`src/rtl/fib_pkg.sv`:
```
// Shared types and constants for the Fibonacci/BCD engine.
// Also provides the digit-count helper used to validate D against W.
package fib_pkg;

   typedef enum logic [1:0] {
      S_IDLE,
      S_OP,
      S_CONV,
      S_DONE
   } state_t;

   localparam logic [3:0] BCD_ADJ_TH  = 4'd5;
   localparam logic [3:0] BCD_ADJ_ADD = 4'd3;

   // Decimal digits needed to show the largest W-bit value.
   function automatic int min_bcd_digits(input int w);
      longint v;
      int     d;
      v = (longint'(1) << w) - 1;
      d = 1;
      while (v >= 10) begin
         v = v / 10;
         d = d + 1;
      end
      return d;
   endfunction

endpackage

```
`src/rtl/fib_bcd_conv.sv`:
```
// Sequential double-dabble: binary to packed BCD in exactly W cycles.
// Load on i_start; o_done is high in the final iteration cycle.
module fib_bcd_conv
   import fib_pkg::*;
#(
   parameter int W = 16,
   parameter int D = 5
) (
   input  logic           clk,
   input  logic           reset,
   input  logic           i_start,
   input  logic [W-1:0]   i_bin,
   output logic           o_done,
   output logic [4*D-1:0] o_bcd
);

   localparam int SW = 4*D + W;
   localparam int CW = $clog2(W + 1);

   logic [SW-1:0] r_sr;
   logic [CW-1:0] r_cnt;
   logic          r_busy;
   logic [SW-1:0] w_adj;
   logic [SW-1:0] w_sr_nxt;

   assign w_adj[W-1:0] = r_sr[W-1:0];

   for (genvar g = 0; g < D; g++) begin : g_dig
      logic [3:0] w_nib;
      assign w_nib = r_sr[W+4*g +: 4];
      assign w_adj[W+4*g +: 4] =
         (w_nib >= BCD_ADJ_TH) ? w_nib + BCD_ADJ_ADD : w_nib;
   end

   assign w_sr_nxt = w_adj << 1;
   assign o_done   = r_busy && (r_cnt == CW'(W - 1));
   // Final digits are exposed the cycle they are formed.
   assign o_bcd    = w_sr_nxt[SW-1:W];

   always_ff @(posedge clk or posedge reset) begin
      if (reset) begin
         r_sr   <= '0;
         r_cnt  <= '0;
         r_busy <= 1'b0;
      end else if (i_start) begin
         r_sr   <= {{(4*D){1'b0}}, i_bin};
         r_cnt  <= '0;
         r_busy <= 1'b1;
      end else if (r_busy) begin
         r_sr  <= w_sr_nxt;
         r_cnt <= r_cnt + CW'(1);
         if (o_done)
            r_busy <= 1'b0;
      end
   end

endmodule

```
`src/rtl/fib_bcd_core.sv`:
```
// Iterative saturating Fibonacci engine with BCD result.
// Latency is max(1,i)+W+1 cycles from the accepted start.
module fib_bcd_core
   import fib_pkg::*;
#(
   parameter int IW = 5,
   parameter int W  = 16,
   parameter int D  = 5
) (
   input  logic           clk,
   input  logic           reset,
   input  logic           start,
   input  logic [IW-1:0]  i,
   output logic           ready,
   output logic           done_tick,
   output logic           overflow,
   output logic [W-1:0]   f,
   output logic [4*D-1:0] bcd
);

   if (D < min_bcd_digits(W)) begin : g_chk
      $fatal(1, "fib_bcd_core: D too small for W");
   end

   state_t         r_state;
   state_t         w_state_nxt;
   logic [IW-1:0]  r_n;
   logic [W-1:0]   r_t0;
   logic [W-1:0]   r_t1;
   logic           r_ovf;
   logic [W-1:0]   r_f;
   logic [4*D-1:0] r_bcd;
   logic           r_overflow;
   logic [W:0]     w_sum;
   logic           w_last;
   logic           w_conv_start;
   logic [W-1:0]   w_conv_bin;
   logic           w_conv_done;
   logic [4*D-1:0] w_conv_bcd;

   assign w_sum        = {1'b0, r_t0} + {1'b0, r_t1};
   assign w_last       = (r_n < IW'(2));
   assign w_conv_start = (r_state == S_OP) && w_last;
   // fib(0) clears t1 on the same edge the converter loads.
   assign w_conv_bin   = (r_n == '0) ? '0 : r_t1;

   assign ready     = (r_state == S_IDLE);
   assign done_tick = (r_state == S_DONE);
   assign overflow  = r_overflow;
   assign f         = r_f;
   assign bcd       = r_bcd;

   fib_bcd_conv #(.W(W), .D(D)) u_conv (
      .clk     (clk),
      .reset   (reset),
      .i_start (w_conv_start),
      .i_bin   (w_conv_bin),
      .o_done  (w_conv_done),
      .o_bcd   (w_conv_bcd)
   );

   always_ff @(posedge clk or posedge reset) begin
      if (reset)
         r_state <= S_IDLE;
      else
         r_state <= w_state_nxt;
   end

   always_comb begin
      w_state_nxt = r_state;
      unique case (r_state)
         S_IDLE: if (start) w_state_nxt = S_OP;
         S_OP:   if (w_last) w_state_nxt = S_CONV;
         S_CONV: if (w_conv_done) w_state_nxt = S_DONE;
         S_DONE: w_state_nxt = S_IDLE;
         default: w_state_nxt = S_IDLE;
      endcase
   end

   always_ff @(posedge clk or posedge reset) begin
      if (reset) begin
         r_n        <= '0;
         r_t0       <= '0;
         r_t1       <= '0;
         r_ovf      <= 1'b0;
         r_f        <= '0;
         r_bcd      <= '0;
         r_overflow <= 1'b0;
      end else begin
         unique case (r_state)
            S_IDLE: begin
               if (start) begin
                  r_n   <= i;
                  r_t0  <= '0;
                  r_t1  <= W'(1);
                  r_ovf <= 1'b0;
               end
            end
            S_OP: begin
               if (r_n == '0) begin
                  r_t1 <= '0;
               end else if (!w_last) begin
                  r_t0 <= r_t1;
                  r_n  <= r_n - IW'(1);
                  if (w_sum[W] || r_ovf) begin
                     r_ovf <= 1'b1;
                     r_t1  <= '1;
                  end else begin
                     r_t1 <= w_sum[W-1:0];
                  end
               end
            end
            S_CONV: begin
               // Results are valid throughout the done_tick cycle.
               if (w_conv_done) begin
                  r_f        <= r_t1;
                  r_bcd      <= w_conv_bcd;
                  r_overflow <= r_ovf;
               end
            end
            default: ;
         endcase
      end
   end

endmodule

```
`config.mk`:
```
export PLATFORM = sky130hd
export DESIGN_NAME = fib_bcd_core
export DESIGN_NICKNAME = d
export VERILOG_FILES = /design/src/rtl/fib_pkg.sv /design/src/rtl/fib_bcd_conv.sv /design/src/rtl/fib_bcd_core.sv
export SDC_FILE = /design/constraint.sdc
export NUM_CORES = 1
export LEC_CHECK = 0
export CAP_MARGIN = 40
export CELL_PAD_IN_SITES_DETAIL_PLACEMENT = 0
export CELL_PAD_IN_SITES_GLOBAL_PLACEMENT = 1
export CORE_UTILIZATION = 42
export DETAILED_ROUTE_END_ITERATION = 6
export DONT_BUFFER_PORTS = 1
export PLACE_DENSITY_LB_ADDON = 0.1
export SLEW_MARGIN = 20
export SYNTH_ARGS = -nofsm -noshare
export SYNTH_HDL_FRONTEND = slang
export SYNTH_SLANG_ARGS = --single-unit
```
`constraint.sdc`:
```
create_clock -name clk -period 10.8 [get_ports clk]
set_input_delay 2.16 -clock clk [delete_from_list [all_inputs] [get_ports clk]]
set_output_delay 2.16 -clock clk [all_outputs]
set_load 0.01 [all_outputs]
```
==> results.md <==
* Sw Ratio at 32.9%
* Post-synth top area cell: dfrtp_1
* Syn_nets at 641
* I/O Buffers at 0
* GRT Util Overall at 18.9%
* Die Width at 124 microns
* Final Critical Period at 3.40 ns
* Clock group share of total power at 36.2%
* Slew HR at 44.9%
* P_sw at 0.000546 W
* Gate power share at 28.3%
* Nets at 638
* #FFs+latches synth at 119
* Synthesis warning total at 0
* Reg clk slew, reported paths at 0.06 ns
* Largest net degree at the start of global routing at 54
* Vias in the first global route at 4293
* CP required at 8.64 ns
* Number of buffers created by CTS at 17
* Full die area at 0.0154 sq mm
* Post-route clock period utilization at 31.5%
* CTS tree: built
* Clock root buffer master: clkbuf_16
* Slew @ Worst Pin at 0.822 ns
* Max Cap Viol at 0
* Row cnt at 44
* CP Launch Point: r_state[0]
* Register area share after synthesis at 47.5%
* Hold WC Path Type: reg -> reg
* Synth cell count leaders: dfrtp_1 (119), o21ai_0 (52), a21oi_1 (47)
* DRT iter0 DRCs at 259
* Starting Density at 43.1%
* Reg2reg start: r_t1[15]
* RSZ-0062 raised after global routing: false
* Number of gates resized after CTS at 0
* Register-to-register setup slack at 8.16 ns
* Synth area leaders: dfrtp_1 (47%), ha_1 (6.6%), mux2i_1 (5.6%)
* Final hold vios at 0
* Setup Buffers After CTS at 0
* Most common cell in the synthesized netlist: dfrtp_1
* # IOs at 47
* Avg Cell Area, Syn at 10.5 sq um
* Fillers at 1364
* Internal power at 0.00111 W
* Detail Route Antenna Nets at 0
* Status: completed
* H-tree levels at 4
* CP Capture Type: output pin
* Final setup TNS at 0 ns
* Ys flop type: dfrtp_1
* Pwr Total at 0.00166 W
* # DRC at 0
* Peak fanout along the critical path at 6
* Setup violations, final at 0
* Post-synth EDFFs at 0
* Post-synth top area share at 47.5%
* Initial antenna violation count at 0
* Max Slew Vio Count at 0
* WP data arrival at 1.24 ns
* Sequential share of power at 35.5%
* Syn Inst Count at 599
* Via density at 5.61
* First-pass GRT wire length at 22.1 mm
* RD Place Congestion at 0.849
* 1st-pass router iterations at 5
* Hpwl dp at 9.47 mm
* Synthesis-to-finish area growth at 12.9%
* Clock sinks at 119
* Maximum VDD drop at 117 uV
* Worst hold start: r_t0[4]
* Clk buf depth at 2
* Ant diodes at 0
* Share of layout cells above drive strength 1 at 13.0%
* Max Clock Skew at 0.00763 ns
* Fraction of registers with async set/reset at 100%
* Cell Pwr Density at 234 mW/mm^2
* Fmax achieved at 294 MHz
* Hold buffers post-CTS at 0
* Post-synth cell types at 57
* Worst skew pair latency at 0.40 ns
* CP Launch Type: flop
* Mapped Area at 0.00627 sq mm
* Critical Setup Path Class: reg -> out
* Grt ovf at 0
* Routed length per instance at 17.1 microns
* Core region area at 0.0145 sq mm
* Die H at 124 microns
* Detailed Route WL at 13.5 mm
* P_leak at 3.28 nW
* Vias at 4446
critical path: stages (launching register included):
cell,delay (ns)
dfrtp_1,0.41
inv_1,0.09
ha_1,0.33
final timing paths:
| path | end | cells after the start |
|---|---|---|
| max in group asynchronous | u_conv.r_busy | 3 |
| min | r_t0[4] | 1 |
| min reg2reg | r_t0[4] | 1 |
| min in group asynchronous | bcd[1] | 1 |
| max | ready | 2 |
| max reg2reg | r_t1[6] | 6 |
layer usage:
layer / up-vias / routed length, microns / GRT usage [%] / part of all wire [%]
li1: 2182 / - / - / -
met1: 2159 / 6610 / 25.8 / 49
met2: 87 / 6210 / 29.1 / 46
met3: 18 / 472 / 4.12 / 3.5
met4: 0 / 257 / 7.51 / 1.9
met5: - / 0 / 0 / 0
power groups by stage:
stage / Sequential [W] / Clock [W] / Combinational, W
floorplan: 0.000577 / 0 / 0.000390
global placement: 0.000592 / 0 / 0.000452
detailed placement: 0.000594 / 0 / 0.000475
CTS: 0.000587 / 0.000614 / 0.000476
global route: 0.000600 / 0.000634 / 0.000536
finish: 0.000589 / 0.000600 / 0.000470
state kept, by name, summed over array words and instances (netlist names):
| signal | flops |
|---|---|
| u_conv.r_sr | 36 |
| r_ovf | 1 |
| r_t0 | 16 |
| u_conv.r_cnt | 5 |
| bcd | 20 |
| r_state | 2 |
| r_t1 | 16 |
| u_conv.r_busy | 1 |
| f | 16 |
| overflow | 1 |
| r_n | 5 |
layout make-up:
type / count / area, sq um / share of cell area [%]
inverters: 24 / 92.6 / 1.31
clock inverters: 8 / 143 / 2.02
well taps: 184 / 230 / 3.25
repair buffers: 8 / 90.1 / 1.27
flip-flops and latches: 119 / 2980 / 42.1
clock buffers: 24 / 492 / 6.95
multi-input cells: 426 / 3050 / 43.1
logic make-up (layout without fill, tap and decap cells):
kind of cell	count (synthesis)	in the layout	synth area share, %
compound gates	177	177	18.0
xor+xnor	15	15	2.09
fa+ha+maj	34	34	6.90
buf+inv	54	64	3.95
flops	119	119	47.5
mux	64	64	10.8
simple gates	136	136	10.8
per-stage QoR:
| stage | worst slack (ns) | std cells | hold slack (ns) | utilization (%) | instance area, sq um |
|---|---|---|---|---|---|
| 2_1_floorplan | 5.48 | 599 | 0.472 | - | 6270 |
| 5_1_grt | 7.30 | 793 | 0.516 | 48.7 | 7080 |
| 6_report | 7.40 | 793 | 0.508 | 48.7 | 7080 |
| 3_3_place_gp | 6.97 | 756 | 0.490 | 43.9 | 6380 |
| 4_1_cts | 7.37 | 793 | 0.509 | 48.7 | 7080 |
| 3_5_place_dp | 7.30 | 761 | 0.493 | 44.3 | 6440 |
cells in the final DEF (no fill, tap or decap), types with 17 or more instances in the layout:
master | netlist | final
dfrtp_1 | 119 | 118
mux2i_1 | 35 | 35
nor2_1 | 27 | 27
nand3_1 | 25 | 24
o21ai_0 | 52 | 52
ha_1 | 33 | 33
mux2_2 | 29 | 29
a21oi_1 | 47 | 47
clkbuf_16 | 0 | 17
a22o_1 | 20 | 20
nand2_1 | 38 | 38
inv_1 | 23 | 22
Note: power is estimated with default switching activity, not from simulation.
